==> src/rtl/irqctl.sv <==
// Interrupt controller: latches level/edge requests, masks them with ENABLE,
// drives a registered irq and exposes PEND/ENABLE/CLAIM/MASKED on the data bus.
module irqctl #(
  parameter int unsigned N    = 8,
  parameter logic [N-1:0] EDGE = '0,
  parameter int unsigned X1   = 31
) (
  input  logic          clk,
  input  logic          rst,
  input  logic [N-1:0]  irq_in,
  input  logic          sel,
  input  logic          re,
  input  logic          we,
  input  logic [1:0]    addr,
  input  logic [X1:0]   din,
  output logic [X1:0]   dout,
  output logic          irq
);

  localparam int unsigned DW  = X1 + 1;
  localparam int unsigned IDW = $clog2(N + 1);

  localparam logic [1:0] A_PEND   = 2'd0;
  localparam logic [1:0] A_ENABLE = 2'd1;
  localparam logic [1:0] A_CLAIM  = 2'd2;
  localparam logic [1:0] A_MASKED = 2'd3;

  logic [N-1:0]   pend, pend_nxt;
  logic [N-1:0]   enable, enable_nxt;
  logic [N-1:0]   prev;
  logic [N-1:0]   masked;
  logic [N-1:0]   claim_oh;
  logic [N-1:0]   clr;
  logic [IDW-1:0] claim_id;
  logic [DW-1:0]  rdata;
  logic           rd_en, wr_en;
  logic           unused_din;

  // Upper data bits beyond N are intentionally ignored on writes.
  assign unused_din = ^din;

  assign rd_en  = sel & re;
  assign wr_en  = sel & we;
  assign masked = pend & enable;

  // Fixed priority: the lowest pending+enabled index wins.
  always_comb begin
    claim_id = '0;
    claim_oh = '0;
    for (int i = int'(N) - 1; i >= 0; i--) begin
      if (masked[i]) begin
        claim_id    = IDW'(i + 1);
        claim_oh    = '0;
        claim_oh[i] = 1'b1;
      end
    end
  end

  // Next-state for PEND/ENABLE; a new rising edge beats a same-cycle clear.
  always_comb begin
    clr        = '0;
    enable_nxt = enable;
    if (wr_en && addr == A_PEND)
      clr = clr | din[N-1:0];
    if (rd_en && addr == A_CLAIM)
      clr = clr | claim_oh;
    clr = clr & EDGE;
    if (wr_en && addr == A_ENABLE)
      enable_nxt = din[N-1:0];
    pend_nxt = (EDGE & ((pend & ~clr) | (irq_in & ~prev))) | (~EDGE & irq_in);
  end

  // Read mux over the pre-edge state.
  always_comb begin
    rdata = '0;
    case (addr)
      A_PEND:   rdata = DW'(pend);
      A_ENABLE: rdata = DW'(enable);
      A_CLAIM:  rdata = DW'(claim_id);
      A_MASKED: rdata = DW'(masked);
      default:  rdata = '0;
    endcase
  end

  always_ff @(posedge clk or posedge rst) begin
    if (rst) begin
      prev   <= '0;
      pend   <= '0;
      enable <= '0;
      irq    <= 1'b0;
      dout   <= '0;
    end else begin
      prev   <= irq_in;
      pend   <= pend_nxt;
      enable <= enable_nxt;
      irq    <= |masked;
      if (rd_en)
        dout <= rdata;
    end
  end

endmodule

==> config.mk <==
export PLATFORM = sky130hd
export DESIGN_NAME = irqctl
export DESIGN_NICKNAME = d
export VERILOG_FILES = /design/src/rtl/irqctl.sv
export SDC_FILE = /design/constraint.sdc
export NUM_CORES = 1
export LEC_CHECK = 0
export ABC_CLOCK_PERIOD_IN_PS = 2000
export CELL_PAD_IN_SITES_DETAIL_PLACEMENT = 1
export CELL_PAD_IN_SITES_GLOBAL_PLACEMENT = 1
export CORE_MARGIN = 2
export CORE_UTILIZATION = 28
export DETAILED_ROUTE_END_ITERATION = 6
export GPL_TIMING_DRIVEN = 0
export PLACE_DENSITY = 0.81
export SYNTH_ARGS = -nofsm -noshare
export SYNTH_HDL_FRONTEND = slang
export SYNTH_SLANG_ARGS = --single-unit
export TNS_END_PERCENT = 20
==> constraint.sdc <==
create_clock -name clk -period 2 [get_ports clk]
set_input_delay 0.3 -clock clk [delete_from_list [all_inputs] [get_ports clk]]
set_output_delay 0.3 -clock clk [all_outputs]
set_load 0.02 [all_outputs]
== Yosys cells after proc, flatten, opt, wreduce, memory -nomap -nowiden ==
Cells that the tools add are included.
Storage, ports and cells
  register bits after elaboration: 49
  bits of input ports: 47
  output and inout port bits: 33
  word-level logic and storage cells: 22
Operators by class
  equality and inequality tests: 3
  mux-type cells: 9
  bitwise operators: 3
  reductions and logical operators: 3
Operator list (number)
  $pmux W32 S4: 1
  $mux W4: 8
  $and A8 B8 Y8: 1
  $reduce_or A8 Y1: 1
  $eq A2 B2 Y1 const B: 2
  $and A1 B1 Y1: 2
  $eq A2 B1 Y1 const B: 1
  $logic_not A2 Y1: 1
  $logic_and A1 B1 Y1: 1

== Longest topological paths before layout ==
  depth after elaboration: 10
  gate-level depth with buffers: 5
  depth with buffers taken out: 4

== Worst setup path before layout ==
No wires, ideal clock.
  path type: register to register
  from: register enable[6]
  to: register dout[3]
  library setup time: 0.066 ns
  data arrival time: 1.062 ns
  required time: 1.934 ns
  slack: 0.872 ns
  stages on the path, launching flop included: 5
  path buffers: 0
  clock period less this slack: 1.128 ns
  cell sequence: dfrtp_1 a22oi_1 nand3_1 and3b_1 a41o_1
On the way
  word-level cells in the longest chain between the ends: 9
RTL lines
  from (decl): RTL line 29  | logic [N-1:0] enable, enable_nxt;
  from (signal assigned): RTL line 95  | enable <= enable_nxt;
  $and A8 B8 Y8: RTL line 44  | assign masked = pend & enable;
  $mux W4 (7 in series): RTL line 51  | if (masked[i]) begin
  $pmux W32 S4: RTL line 76  | case (addr)
  to (signal assigned): RTL line 98  | dout <= rdata;
  to (decl): RTL line 16  | output logic [X1:0] dout,
No other way between the ends. The select of a mux whose other input is x is not followed.
A chain may end at the register's enable or synchronous reset.

== Final worst setup path ==
  from: register dout[1]
  to: output dout[1]
No word-level cell between the ends.

==> qor.txt <==
Status = complete, no violations
Register area = 625.6 um2
Max Slew Vio Count = 0
Gr ovfl total = 0
Slowest library cell on the worst path = clkdlybuf4s50_1
Largest net degree at the start of global routing = 26
Max incr delay on CP = 610 ps
CTS sink cnt = 25
Top fanout value on the critical path = 2
H-Tree Depth = 1
Setup CP Type = reg2out
Static Leak = 0.8399 nW
Clk_lat worst skew = 270 ps
Antenna violations before repair = 0
Fin. Hold Viols = 0
Yosys top cell area share = 48.73%
DIE AREA = 5142 um2
Clock tree buffer depth = 2
Mapped Area = 1284 um2
WP buf/inv = 1
Core area = 4384 um2
CTS resizes = 0
Max-slew headroom = 39.82%
Commonest cells after routing, fill and taps aside = 31 x clkdlybuf4s50_1, 26 x buf_4, 25 x dfrtp_1
Footprint of the multi-input gates = 541.8 um2
Worst Setup Start Kind = flip-flop
Critical-path cell list = clkdlybuf4s50_1
Final hold slack = 461.6 ps
Input/output buffers = 31
Final wirelength = 2800 um
Die X = 71.71 um
Maximum vdd drop = 0.3981 mV
Worst-path clk slew = 90 ps
Worst Max-Slew Pin Slew = 901.7 ps
Worst slack, placed = 220.8 ps
Final setup viols = 0
Yosys reg bits = 25
Gr usage total = 11.76%
Final Util = 40.87%
Sequential area share after synthesis = 48.73%
Tmin final = 1562 ps
Commonest non-fill, non-tap cell in the layout = clkdlybuf4s50_1
Period utilisation layout = 78.12%
Final Skew = 6.501 ps
Critical path arrival = 1260 ps
Yosys warnings = 0
Drt pass-1 iters = 4
RSZ-0062 raised after global routing = no
Final HPWL DP = 2277 um
First-pass GRT wire length = 4678 um
Area grow syn2layout = 39.57%
# fillers = 507
Num rows = 24
Top cells by area, synth = dfrtp_1 49%, buf_4 15%, mux2_2 7.0%
ANT nets after route = 0
Cell area power density = 737.9 nW/um2
Worst Hold Class = in2reg
Ant diodes = 0
Crit path capture type = output port
Routability cong. = 0.8111
Final instance area = 1792 um2
Hold-fix buffers, CTS = 0
Drt wl/cell = 12.07 um
Final Net Count = 228
Synth Instances = 122
Setup bufs post-CTS = 0
Peak Freq = 640.1 MHz
TNS Setup = 0 ps
CTS Buf Count = 3
Mean Syn Cell Area = 10.52 um2
CTS tree = yes
Via Count = 1017
Required @ worst endpoint = 1700 ps
Max_cap viols = 0
Number of DRC markers in iteration 0 = 17
Synth area leader = dfrtp_1
Final worst slack = 437.7 ps
Worst path top cell family by delay = buffers and inverters
Vias/cell = 4.384
Vias in the first global route = 944
Starting Density = 29.28%
Layout cells sized above 1 = 21.67%
Placed cell areas = 1745 um2
Clock root buffer master = clkbuf_8
Die height = 71.71 um
Yosys cell types = 28
DRC = 0
Ports = 80
[state kept, by name, indices dropped and copies added (netlist names)]
signal	count
dout	8
irq	1
enable	8
pend	8
[worst paths after layout]
check	start	to	slack, ps	cells after the start
max	dout[1]	dout[1]	440	1
min	irq_in[4]	pend[4]	460	1
max reg2reg	enable[6]	dout[3]	720	4
min reg2reg	dout[5]	dout[5]	490	2
max in group asynchronous	rst	dout[2]	920	2
min in group asynchronous	rst	dout[4]	520	2
[synth_stat cells]
cell type,count
a221o_1,1
and3_1,1
nand4b_2,1
dfrtp_1,25
clkbuf_1,1
nor2b_1,1
nor3b_1,3
o22a_1,1
a41o_1,1
mux2_2,8
nand4_1,1
a22oi_1,1
inv_1,1
a311oi_1,1
a32oi_1,4
nand3_1,3
nor2_1,3
o21ai_0,6
nand2_1,15
o211ai_1,1
and3b_1,1
mux2i_1,1
buf_4,26
and2_1,2
a31oi_1,4
conb_1,1
nand2b_1,7
a21oi_1,1
[where the power goes]
group          internal (mW)  switching (mW)  leakage [nW]
Combinational          0.202           0.188         0.514
Clock                  0.139           0.154        0.0255
Sequential             0.580          0.0578         0.300
[cells by family after synthesis]
kind of cell / share of synthesized area [%]
and+or+nand+nor: 15.89
buffers and inverters: 15.79
DFF: 48.73
AOI/OAI and AO/OA: 11.50
muxes: 7.798
other: 0.2921
[final cells by class]
class / count / share of cell area [%]
Timing Repair Buffer: 31 / 17.32
Clock inverter: 1 / 0.2793
Buffer: 27 / 11.10
Tap cell: 52 / 3.631
Sequential cell: 25 / 34.92
Clock buffer: 3 / 2.304
Inverter: 1 / 0.2095
Multi-Input combinational cell: 92 / 30.24
[stage by stage]
| step | std cells | total power, mW |
|---|---|---|
| global placement | 228 | 1.026 |
| CTS | 232 | 1.341 |
| detailed placement | 228 | 1.041 |
| floorplan | 145 | 0.8831 |
| finish | 232 | 1.322 |
| global route | 232 | 1.405 |
[routing by layer]
layer | part of all wire [%] | vias to the layer above | track usage, %
li1 | - | 496 | -
met1 | 46 | 475 | 16.09
met2 | 46 | 41 | 18.42
met3 | 6.8 | 5 | 2.391
met4 | 1.6 | 0 | 4.403
met5 | 0 | - | 0
No activity file was read; power rests on OpenSTA's default activity.
==> RTL edit 1 (same flow settings) <==
The output `irq` loses its register stage (`irq` becomes a continuous assignment). Comments in the files are not updated.
--- a/src/rtl/irqctl.sv
+++ b/src/rtl/irqctl.sv
@@ -88,5 +88,4 @@
       pend   <= '0;
       enable <= '0;
-      irq    <= 1'b0;
       dout   <= '0;
     end else begin
@@ -94,5 +93,4 @@
       pend   <= pend_nxt;
       enable <= enable_nxt;
-      irq    <= |masked;
       if (rd_en)
         dout <= rdata;
@@ -100,4 +98,6 @@
   end
 
+  assign irq = |masked;
+
 endmodule
 
Function: changed (Yosys sat finds a counterexample within 4 cycles, from zero or initial values and one cycle with rst high).
==> RTL edit 1 against the original RTL <==
  * Wire length down 2.8%
  * Synthesized area decreased by 1.9%
  * Highest routed layer unchanged
  * Clock skew is 1.1 ps lower
  * Worst setup slack worse by 290 ps
  * Critical path type unchanged
  * Sequential cell count decreased by 1
  * Maximum frequency decreased by 16%
  * Clock power grew 43%
  * Cell area grew 0.49%
  * Power grew 7.9%
==> RTL edit 1: results (changes against the original RTL) <==
For the weighted congestion at the end of routability-driven global placement, the log shows 0.775 (-4.5%). For the fraction of met3 tracks used by global routing, the log shows 0.0228 (-0.00112). The total half-perimeter wirelength after legalization and detailed placement came out at 2.22 mm (-2.6%). Yosys attributes the largest share of cell area to sky130_fd_sc_hd__dfrtp_1, sky130_fd_sc_hd__buf_4, sky130_fd_sc_hd__mux2_2, sky130_fd_sc_hd__nand2_1, sky130_fd_sc_hd__nand2b_1. The flow ran to the end, and the final reports show no timing, DRC or antenna violations. The run gives 1720 sq um (-1.4%) as the cell area after placement.

For the met1 global-route usage, the log shows 0.142 (-0.0192). Dominant delay contributor by cell family on the critical path: simple AND/OR/NAND/NOR gates. The count of routing violations after the opening detailed-route iteration came out at 26 (+9). Aggregate routed wire length: 2.72 mm (-2.8%).

The logs give 144 ps (-294 ps) for the smallest setup slack after layout and 0.844 nW (+0.45%) for the total leakage power. The sequential cell area fraction in the yosys report was 0.477 (-0.0102). The logs give 285 uV (-28%) for the maximum vdd drop and 4.46 mm (-4.7%) for the first-pass GRT wire length. The logs give 25 (-3.8%) for the pin count of the biggest net entering global routing and 5.43 ps (-1.07 ps) for the final worst clock skew. The average detailed-routed wire length per instance was 11.7 um (-2.8%); the combined global-route utilization of all metal layers was 0.111 (-0.00706). The worst-case headroom to the max-slew limit was 0.396 (-0.00231); the global-route met2 utilization was 0.184 (-0.000356).

The post-route worst hold slack is 465 ps (+3.21 ps). The cell count after placement came out at 227 (-0.44%). By count the netlist is led by sky130_fd_sc_hd__buf_4, sky130_fd_sc_hd__dfrtp_1, sky130_fd_sc_hd__nand2_1. The data arrival time of the worst path is 1560 ps (+300 ps), and the biggest cell delay along the critical path is 440 ps (-170 ps).

The worst setup timing slack at the placement stage was 34.5 ps (-186 ps).
-- RTL edit 1: changes by cell type in the layout (fill, tap and decap cells not counted) --
cell | before | now
sky130_fd_sc_hd__a22oi_1 | 1 | 0
sky130_fd_sc_hd__a22oi_2 | 0 | 1
sky130_fd_sc_hd__and3b_1 | 1 | 0
sky130_fd_sc_hd__and3b_2 | 0 | 1
sky130_fd_sc_hd__buf_2 | 0 | 1
sky130_fd_sc_hd__buf_4 | 26 | 27
sky130_fd_sc_hd__bufinv_16 | 0 | 1
sky130_fd_sc_hd__clkdlybuf4s50_1 | 31 | 30
sky130_fd_sc_hd__clkinv_2 | 1 | 0
sky130_fd_sc_hd__dfrtp_1 | 25 | 24
-- RTL edit 1: final cells by class --
| cell class | count | area [sq um] | area share |
|---|---|---|---|
| Inverter | 1 | 3.75 | 0.00208 |
| Tap cell | 52 | 65.1 | 0.0361 |
| Clock buffer | 3 | 41.3 | 0.0229 |
| Timing Repair Buffer | 32 | 313 | 0.174 |
| Multi-Input combinational cell | 92 | 548 | 0.304 |
| Sequential cell | 24 | 601 | 0.334 |
| Clock inverter | 1 | 30.0 | 0.0167 |
| Buffer | 27 | 199 | 0.110 |
-- RTL edit 1: where the power goes --
group / internal, mW / total [mW] / switching [mW]
logic: 0.206 / 0.395 / 0.190
registers: 0.556 / 0.611 / 0.0556
clock network: 0.268 / 0.420 / 0.153
-- RTL edit 1: path summary, 6_finish.rpt --
path | startpoint | to
worst max-delay path | enable[6] | irq
worst min-delay path | irq_in[4] | pend[4]
worst max register to register | enable[6] | dout[3]
worst min register to register | dout[6] | dout[6]
max in group asynchronous | rst | enable[2]
min in group asynchronous | rst | dout[4]
-- RTL edit 1: timing repair --
| item | CTS | global route |
|---|---|---|
| hold buffers | 0 | 0 |
| setup endpoints to repair | 1 | 1 |
| resized for setup | 3 | 3 |
| buffers inserted | 0 | 1 |
-- RTL edit 1: routing by layer --
layer / part of all wire / wire length (um) / vias to the layer above
met1: 0.46 / 1260 / 468
met4: 0.0088 / 24 / 0
met2: 0.47 / 1270 / 40
li1: - / - / 493
met5: 0 / 0 / -
met3: 0.064 / 174 / 4
-- RTL edit 1: worst register-to-register path, cell delays in order (launching register included) --
cell and delay, ps:
sky130_fd_sc_hd__dfrtp_1 440, sky130_fd_sc_hd__a22oi_2 210, sky130_fd_sc_hd__nand3_1 120, sky130_fd_sc_hd__and3b_2 270, sky130_fd_sc_hd__a41o_1 170
-- RTL edit 1: cell families (layout without fill, tap and decap cells) --
kind of cell / count (synthesis) / in the layout / share of synthesized area
AO/OA/AOI/OAI: 21 / 21 / 0.117
buffers and inverters: 28 / 64 / 0.161
flip-flops: 24 / 24 / 0.477
multiplexers: 9 / 9 / 0.0795
other: 1 / 24 / 0.00298
AND/OR/NAND/NOR: 38 / 38 / 0.162
==> RTL edit 2 (config.mk and constraints unchanged) <==
Made on the original files. Set the parameter `N` to 16 (it was 8).
--- a/src/rtl/irqctl.sv
+++ b/src/rtl/irqctl.sv
@@ -2,5 +2,5 @@
 // drives a registered irq and exposes PEND/ENABLE/CLAIM/MASKED on the data bus.
 module irqctl #(
-  parameter int unsigned N    = 8,
+  parameter int unsigned N    = 16,
   parameter logic [N-1:0] EDGE = '0,
   parameter int unsigned X1   = 31
Ports: changed (resized irq_in); port bits go from 80 to 88. The function was not compared with the original's and may differ.
==> RTL edit 2 against the original RTL <==
  * Worst setup slack worse by 130 ps
  * Synthesized cell count up 66%
  * Power up 92%
  * Cell area up 75%
  * Sequential cell count up 24
  * Utilization down 2.1 points
  * Hold slack worse by 83 ps
  * First-iteration DRC count rose to 4.2 times the old value
  * Synthesized area up 79%
  * Maximum frequency down 7.9%
  * Wire length up 110%
  * Critical path type is now input pin to register
  * Critical endpoint is now enable[8]
  * Largest cell class unchanged
==> RTL edit 2: results (changes against the original RTL) <==
The flow ran to the end, and the final reports show no timing, DRC or antenna violations. The total half-perimeter wirelength after legalization and detailed placement is 4.61 mm (+100%), and the worst-case reg-to-reg path depth is 4 (unchanged). After synthesis, the largest family of logic cells by area is compound AO/OA/AOI/OAI gates. The maximum buffer depth of the clock tree was 2 (unchanged); the number of nets in the finished design was 334 (+46%). Weighted congestion at the end of routability-driven global placement: 0.828 (+2.1%).

The logs give 27 (+3.8%) for the pin count of the biggest net entering global routing and 0.276 (-0.019) for the proportion of power drawn by combinational gates. The count of plain and timing-repair buffers in the layout was 80 (+38%); the clock network area share was 0.0263 (+0.000478). The maximum vdd drop came out at 351 uV (-12%). The min-delay analysis places its worst path in the category input pin to asynchronous set/reset pin. Count of buffers inserted at the top-level ports: 54 (+74%). The startpoint of the most critical setup path is addr[1].

The number of global-route vias before repair is 1,929 (+100%). The non-clock inverter instance count of the final layout is 2 (+1). Area of the multi-input gates: 951 sq um (+76%). The insertion delay to the later sink of the worst-skew pair is 300 ps (+30 ps). The first-pass GRT wire length is 9.69 mm (+110%). The largest registers in the layout are dout: 16 flops, enable: 16 flops, pend: 16 flops.

The number of levels the H-tree was split into was 2 (+1); the fraction of cell area in non-clock buffers was 0.236 (-0.0486). The TritonCTS buffer count was 5 (+2). The number of unique standard cell types used by synthesis came out at 35 (+25%). The layout filler cell count is 924 (+82%), and the number of clock sinks seen by CTS is 49 (+96%). The final worst clock skew came out at 5.15 ps (-1.35 ps).

Sorting the synthesized cells by how often they occur yields sky130_fd_sc_hd__dfrtp_1, sky130_fd_sc_hd__nand2_1, sky130_fd_sc_hd__buf_4. By area the synthesized netlist is led by sky130_fd_sc_hd__dfrtp_1, sky130_fd_sc_hd__mux2_2, sky130_fd_sc_hd__buf_4, sky130_fd_sc_hd__nand2_1, sky130_fd_sc_hd__a32oi_1. Total power density per cell area: 809 nW/um^2 (+9.6%).

Via-per-instance ratio: 4.72 (+7.8%). The post-cts resize count came out at 0 (unchanged). The highest fanout seen on the critical path is 10 (+8), and the clock network power is 550 uW (+87%). The run gives 0.618 (+0.220) as the worst-case headroom to the max-slew limit. The share of cells above drive strength 1 works out to 0.189 (-0.0274). The length of routed wiring on met1 was 2.55 mm (+99%); the average detailed-routed wire length per instance was 15.2 um (+26%).

The tools report the count of routing violations after the opening detailed-route iteration as 71 (+54). The tools report the beginning of the worst register-to-register path as pend[3]. The combined global-route utilization of all metal layers was 0.143 (+0.0250). The sum of met3 wire segment lengths after detailed routing was 403 um (+110%); the number of multi-input combinational cells in the layout was 141 (+53%). The total leakage power came out at 1.35 nW (+61%). The post-synthesis compound-gate area fraction was 0.206 (+0.0912); the data arrival time of the worst path was 1880 ps (+620 ps). The run gives 1230 sq um (+96%) as the combined flip-flop and latch cell area.

The sequential cell area fraction in the yosys report was 0.533 (+0.0459); the clock buffer count was 6 (+3). The multiplexer area fraction after synthesis was 0.0783 (+0.000373). For the internal power summed over all cells, the log shows 1.75 mW (+90%).
[RTL edit 2: cell types whose count changed after synthesis, moves of 5 or more]
cell and change:
sky130_fd_sc_hd__o21ai_0 +9, sky130_fd_sc_hd__a22oi_1 +7, sky130_fd_sc_hd__a32oi_1 +5, sky130_fd_sc_hd__mux2_2 +6, sky130_fd_sc_hd__buf_4 -8, sky130_fd_sc_hd__dfrtp_1 +24
sky130_fd_sc_hd__nand2_1 +10
[RTL edit 2: worst paths after layout]
path	to	slack (ps)
worst max-delay path	enable[8]	300
worst min-delay path	enable[10]	380
worst max register to register	dout[3]	440
worst min register to register	dout[6]	490
max in group asynchronous	dout[5]	1120
min in group clk	dout[3]	390
[RTL edit 2: routing by layer]
layer  up-vias  track usage
met2        62        0.232
met4         0       0.0592
li1        859            -
met3        10       0.0391
met1       888        0.178
met5         -            0
[RTL edit 2: worst max-delay path, stage by stage]
cell and delay [ps]:
sky130_fd_sc_hd__clkdlybuf4s50_1 540, sky130_fd_sc_hd__and2b_1 200, sky130_fd_sc_hd__buf_4 160, sky130_fd_sc_hd__nand3_4 160
sky130_fd_sc_hd__buf_6 170, sky130_fd_sc_hd__mux2_2 340
[RTL edit 2: logic make-up after synthesis]
kind of cell,after synthesis
AOI/OAI and AO/OA,63
buffers and inverters,27
DFF,49
muxes,16
other,1
and+or+nand+nor,46
[RTL edit 2: metrics by stage]
stage	instance area [sq um]	setup slack, ps	setup TNS [ps]	hold WS (ps)	std cells
floorplan	2360	527	0	331	217
global placement	3030	-355	-17320	464	376
detailed placement	3060	-2.48	-4.27	477	377
CTS	3140	297	0	387	385
global route	3140	212	0	406	385
finish	3140	304	0	378	385
